## src/rtl/cpu_isa_pkg.sv

```systemverilog
// cpu_isa_pkg: opcode constants, fetch FSM states and instruction-length helper shared by front-end and decoder
package cpu_isa_pkg;
  localparam logic [3:0] OP_LD  = 4'b0000;
  localparam logic [3:0] OP_ST  = 4'b0001;
  localparam logic [3:0] OP_MI  = 4'b0010;
  localparam logic [3:0] OP_ORI = 4'b1001;
  localparam logic [3:0] OP_XRI = 4'b1011;
  localparam logic [3:0] OP_SMI = 4'b1100;
  localparam logic [3:0] OP_SBI = 4'b1101;
  localparam logic [3:0] OP_ANI = 4'b1110;
  localparam logic [3:0] OP_CMI = 4'b1111;

  typedef enum logic [2:0] {
    S_IDLE,
    S_REQ_OP,
    S_WAIT_OP,
    S_REQ_IMM,
    S_WAIT_IMM,
    S_ISSUE
  } fetch_state_e;

  // Opcodes that are followed by an immediate/address byte in program memory
  function automatic logic is_two_byte(input logic [3:0] op);
    return op inside {OP_LD, OP_ST, OP_MI, OP_ORI, OP_XRI, OP_SMI, OP_SBI, OP_ANI, OP_CMI};
  endfunction
endpackage

```

## src/rtl/instr_len_lut.sv

```systemverilog
// instr_len_lut: combinational opcode -> "carries an operand byte" lookup
module instr_len_lut
  import cpu_isa_pkg::*;
(
  input  logic [3:0] i_opcode,
  output logic       o_two_byte
);
  assign o_two_byte = is_two_byte(i_opcode);
endmodule

```

## src/rtl/instr_fetch_issue.sv

```systemverilog
// instr_fetch_issue: fetches opcode/operand bytes from program memory and issues them to the decoder
module instr_fetch_issue
  import cpu_isa_pkg::*;
#(
  parameter int                ADDR_W   = 8,
  parameter logic [ADDR_W-1:0] RESET_PC = '0
) (
  input  logic              clk,
  input  logic              rst,
  input  logic              enable,
  input  logic              pc_load,
  input  logic [ADDR_W-1:0] pc_load_val,
  output logic              mem_req,
  output logic [ADDR_W-1:0] mem_addr,
  input  logic [7:0]        mem_rdata,
  input  logic              mem_rvalid,
  output logic              instr_valid,
  input  logic              instr_ready,
  output logic [7:0]        instruction,
  output logic [7:0]        operand,
  output logic              two_byte,
  output logic [ADDR_W-1:0] pc
);
  fetch_state_e      r_state, w_next, w_restart;
  logic [ADDR_W-1:0] r_pc;
  logic [7:0]        r_instr, r_operand;
  logic              r_two, r_flush;
  logic              w_two, w_req, w_wait, w_take;

  instr_len_lut u_len (
    .i_opcode   (mem_rdata[7:4]),
    .o_two_byte (w_two)
  );

  assign w_req     = r_state == S_REQ_OP || r_state == S_REQ_IMM;
  assign w_wait    = r_state == S_WAIT_OP || r_state == S_WAIT_IMM;
  // A response is kept only if no redirect happened since (or during) its request
  assign w_take    = w_wait && mem_rvalid && !r_flush && !pc_load;
  assign w_restart = enable ? S_REQ_OP : S_IDLE;

  assign mem_req     = w_req;
  assign mem_addr    = w_req ? r_pc : '0;
  assign instr_valid = r_state == S_ISSUE;
  assign instruction = r_instr;
  assign operand     = r_operand;
  assign two_byte    = r_two;
  assign pc          = r_pc;

  // Next-state: a discarded response or a dropped/accepted issue slot restarts the fetch
  always_comb begin
    w_next = r_state;
    case (r_state)
      S_IDLE:     w_next = enable ? S_REQ_OP : S_IDLE;
      S_REQ_OP:   w_next = S_WAIT_OP;
      S_REQ_IMM:  w_next = S_WAIT_IMM;
      S_WAIT_OP:  w_next = !mem_rvalid ? S_WAIT_OP : !w_take ? w_restart : w_two ? S_REQ_IMM : S_ISSUE;
      S_WAIT_IMM: w_next = !mem_rvalid ? S_WAIT_IMM : w_take ? S_ISSUE : w_restart;
      S_ISSUE:    w_next = (instr_ready || pc_load) ? w_restart : S_ISSUE;
      default:    w_next = S_IDLE;
    endcase
  end

  // State, PC and issue-slot registers; a redirect while a read is in flight (REQ or WAIT) marks it stale
  always_ff @(posedge clk or posedge rst) begin
    if (rst) begin
      r_state   <= S_IDLE;
      r_pc      <= RESET_PC;
      r_instr   <= '0;
      r_operand <= '0;
      r_two     <= 1'b0;
      r_flush   <= 1'b0;
    end else begin
      r_state <= w_next;
      if (pc_load) r_pc <= pc_load_val;
      else if (w_take) r_pc <= r_pc + 1'b1;
      if (w_wait && mem_rvalid) r_flush <= 1'b0;
      else if (pc_load && (w_req || w_wait)) r_flush <= 1'b1;
      if (w_take && r_state == S_WAIT_OP) begin
        r_instr   <= mem_rdata;
        r_two     <= w_two;
        r_operand <= '0;
      end
      if (w_take && r_state == S_WAIT_IMM) r_operand <= mem_rdata;
    end
  end
endmodule

```

## config.mk

```make
export PLATFORM = sky130hd
export DESIGN_NAME = instr_fetch_issue
export DESIGN_NICKNAME = d
export VERILOG_FILES = /design/src/rtl/cpu_isa_pkg.sv /design/src/rtl/instr_len_lut.sv /design/src/rtl/instr_fetch_issue.sv
export SDC_FILE = /design/constraint.sdc
export NUM_CORES = 1
export LEC_CHECK = 0
export ABC_CLOCK_PERIOD_IN_PS = 2000
export CAP_MARGIN = 20
export CELL_PAD_IN_SITES_DETAIL_PLACEMENT = 1
export CELL_PAD_IN_SITES_GLOBAL_PLACEMENT = 1
export CORE_MARGIN = 2
export CORE_UTILIZATION = 25
export CTS_BUF_LIST = sky130_fd_sc_hd__clkbuf_16
export DETAILED_ROUTE_END_ITERATION = 10
export DONT_BUFFER_PORTS = 1
export PLACE_DENSITY = 0.56
export REMOVE_ABC_BUFFERS = 1
export SLEW_MARGIN = 25
export SYNTH_ARGS = -nofsm -noshare
export SYNTH_HDL_FRONTEND = slang
export SYNTH_SLANG_ARGS = --single-unit
```

## constraint.sdc

```tcl
create_clock -name clk -period 2 [get_ports clk]
set_clock_uncertainty 0.15 [all_clocks]
set_input_delay 0.2 -clock clk [delete_from_list [all_inputs] [get_ports clk]]
set_output_delay 0.2 -clock clk [all_outputs]
set_load 0.02 [all_outputs]
```

==> impl_metrics.ini <==
[hold_path]
holdCritPathClass = in2reg

[setup_path]
r2r-end = operand[1]
reg2reg_depth = 4
worstSetupPathType = reg2reg
end_kind = register
crit_required_ns = 2.06
r2r-start = r_flush
crit_arrival_ns = 1.96
critPathLaunch = r_flush
cp_max_fo = 8
crit_path_start_kind = register
rrSetupSlack_ns = 0.1
crit_path_end = operand[1]

[clock_network]
cts_buffers = 5
cts-root-buf = clkbuf_16
cts_tree = yes
clkTransAtPathRegs_ns = 0.05
cts_buffer_depth = 2
numClockSinks = 29
clock_latency_ns = 0.27
htreeDepth = 2
postCtsSetupBuffers = 0

[yosys]
postSynthAreaPerCell_um2 = 10.81
netlist_area_um2 = 1459
ys_types = 33
yosysWarnings = 0
synth_top_cell_by_area = dfrtp_1
ys_ff_latch = 29
async_flop_share = 1.000
yosys-top-cells-area = dfrtp_1 (50%), mux2_2 (8.5%), a22o_2 (5.5%)
synth_cells = 135
synth_edf_count = 0
netlist.area_leader.share = 0.4974
synth_ff_type = dfrtp_1
yosysSeqAreaShare = 0.4974

[pwr]
power_frac_seq = 0.431
power.density_nw_per_um2 = 1309
irDropWorstVdd_mv = 0.4573
clockPowerShare = 0.276
p_comb_frac = 0.293
switching_share = 0.3849
p_int_mw = 1.564
power.switching_uw = 978.5
power.leakage_nw = 0.8502

[global_route]
grt_pass1_vias = 1309
antenna_found_initial = 0
grt_overflow_total = 0
grt_start_max_net_pins = 30
grt_pass1_wl_mm = 6.313
grt_usage = 0.1315

[timing]
hold_violations = 0
max-slew-margin-rel = 0.6813
max_freq_ghz = 0.5258
tightest_slew_ns = 0.4765
setup_tns_ns = 0
rsz0062_at_grt = no
min_period_over_period = 0.9510
finalWorstPathRequiredPeriod_ns = 1.902
slew_viol_final = 0
setup_violations = 0
setup_ws_ns = 0.09804

[floorplan]
die_area_um2 = 6463
fp-row-count = 27
initial_core_util = 0.2617
die_x_um = 80.39
dieHeight_um = 80.39
ioPinCount = 57
core_um2 = 5574

[detailed_routing]
avgViaCountPerCell = 4.882
drc_errors = 0
drt_iter0_drc = 18
first_pass_iters = 4
vias = 1162
drt_wl_total_mm = 3.950
avgRoutedWirePerCell_um = 16.60
postRouteAntennaNets = 0

[final_layout]
diodes = 0
post-route-cell-area_um2 = 1942
nNetsFinal = 188
syn_to_final_growth_pct = 33.10
drive_above_1_share = 0.2651

[placement]
place_area_um2 = 1578
preCtsSetupSlack_ns = 0.06694
portBuffers = 0
finalWeightedCongestion = 0.7634
dpl.hpwl_mm = 2.773

[run]
drv_cap = 0

[status]
outcome = finished clean
## critical path, stage by stage, from the launching register on
cell     delay [ns]
dfrtp_1        0.39
or3b_4         0.43
nor2_1         0.30
and2_1         0.37
a22o_2         0.20
## Yosys cell counts (2+ instances only)
library cell / n
nor4_1: 3
o21ai_0: 11
inv_1: 3
dfrtp_1: 29
nand3_1: 3
nand2_1: 9
nor2_1: 4
a21oi_1: 7
nor2b_1: 2
clkbuf_1: 4
a22o_2: 8
xor2_1: 3
xnor2_1: 6
mux2_2: 11
buf_6: 3
and2_1: 10
nor3_1: 3
## stage by stage
step / total power [mW] / cells / hold WS (ns) / util
4_1_cts: 2.551 / 238 / 0.008845 / 0.3439
3_5_place_dp: 1.793 / 210 / 0.05031 / 0.2831
6_report: 2.542 / 238 / 0.01035 / 0.3484
3_3_place_gp: 1.747 / 210 / 0.03439 / 0.2831
2_1_floorplan: 1.552 / 127 / 0.1281 / -
5_1_grt: 2.699 / 238 / 0.03045 / 0.3484
## cell families after synthesis
logic type	share of synthesized area
AO/OA/AOI/OAI	0.1432
XOR/XNOR	0.05403
adder cells (fa/ha/maj)	0.008575
buffers and inverters	0.04459
flip-flops	0.4974
multiplexers	0.09177
AND/OR/NAND/NOR	0.1604
## per-layer routing
metal,wire [um],share of wire,up-vias,GRT usage
li1,-,-,536,-
met2,2008,0.51,53,0.2333
met4,72,0.018,0,0.06441
met3,315,0.080,8,0.04382
met1,1554,0.39,565,0.1382
met5,0,0,-,0
## flip-flops by register name, summed over array words and instances, names as in the netlist
register and cells:
instruction 8, r_flush 1, operand 8, two_byte 1
r_state 3, pc 8
## worst min path at each step
stage | startpoint | end | slack, ns | cells after the start
finish | mem_rvalid | r_state[0] | 0.01 | 3
global route | mem_rvalid | r_state[0] | 0.03 | 3
CTS | mem_rvalid | r_state[0] | 0.009 | 3
detailed placement | rst | instruction[3] | 0.05 | 2
global placement | rst | instruction[3] | 0.03 | 2
floorplan | rst | instruction[0] | 0.13 | 1
## layout make-up
| cell class | count | area [um^2] |
|---|---|---|
| multi-input cells | 95 | 693.2 |
| fillers | 628 | 3632 |
| repair buffers | 31 | 282.8 |
| inverters | 3 | 11.26 |
| clock inverters | 3 | 13.76 |
| well taps | 72 | 90.09 |
| flip-flops and latches | 29 | 725.7 |
| clock buffers | 5 | 125.1 |
## cell usage in the layout, fill, tap and decap left out, types with 5 or more instances in the layout
master	instances
mux2_2	11
a22o_2	8
clkbuf_16	5
o21ai_0	11
dlygate4sd3_1	20
and2_1	10
buf_4	11
xnor2_1	6
dfrtp_1	29
a21oi_1	7
nand2_1	9
## power groups by stage
stage / logic, mW / clock network (mW) / registers (mW)
4_1_cts: 0.729 / 0.726 / 1.10
3_3_place_gp: 0.652 / 0 / 1.10
2_1_floorplan: 0.463 / 0 / 1.09
5_1_grt: 0.822 / 0.753 / 1.12
6_report: 0.744 / 0.703 / 1.10
3_5_place_dp: 0.688 / 0 / 1.11
## timing repair
action,4_1_cts,5_1_grt
resized for setup,0,5
setup endpoints to repair,0,13
endpoints found under the hold margin,55,0
hold buffers,20,0
Power figures use the tool's default switching activity.
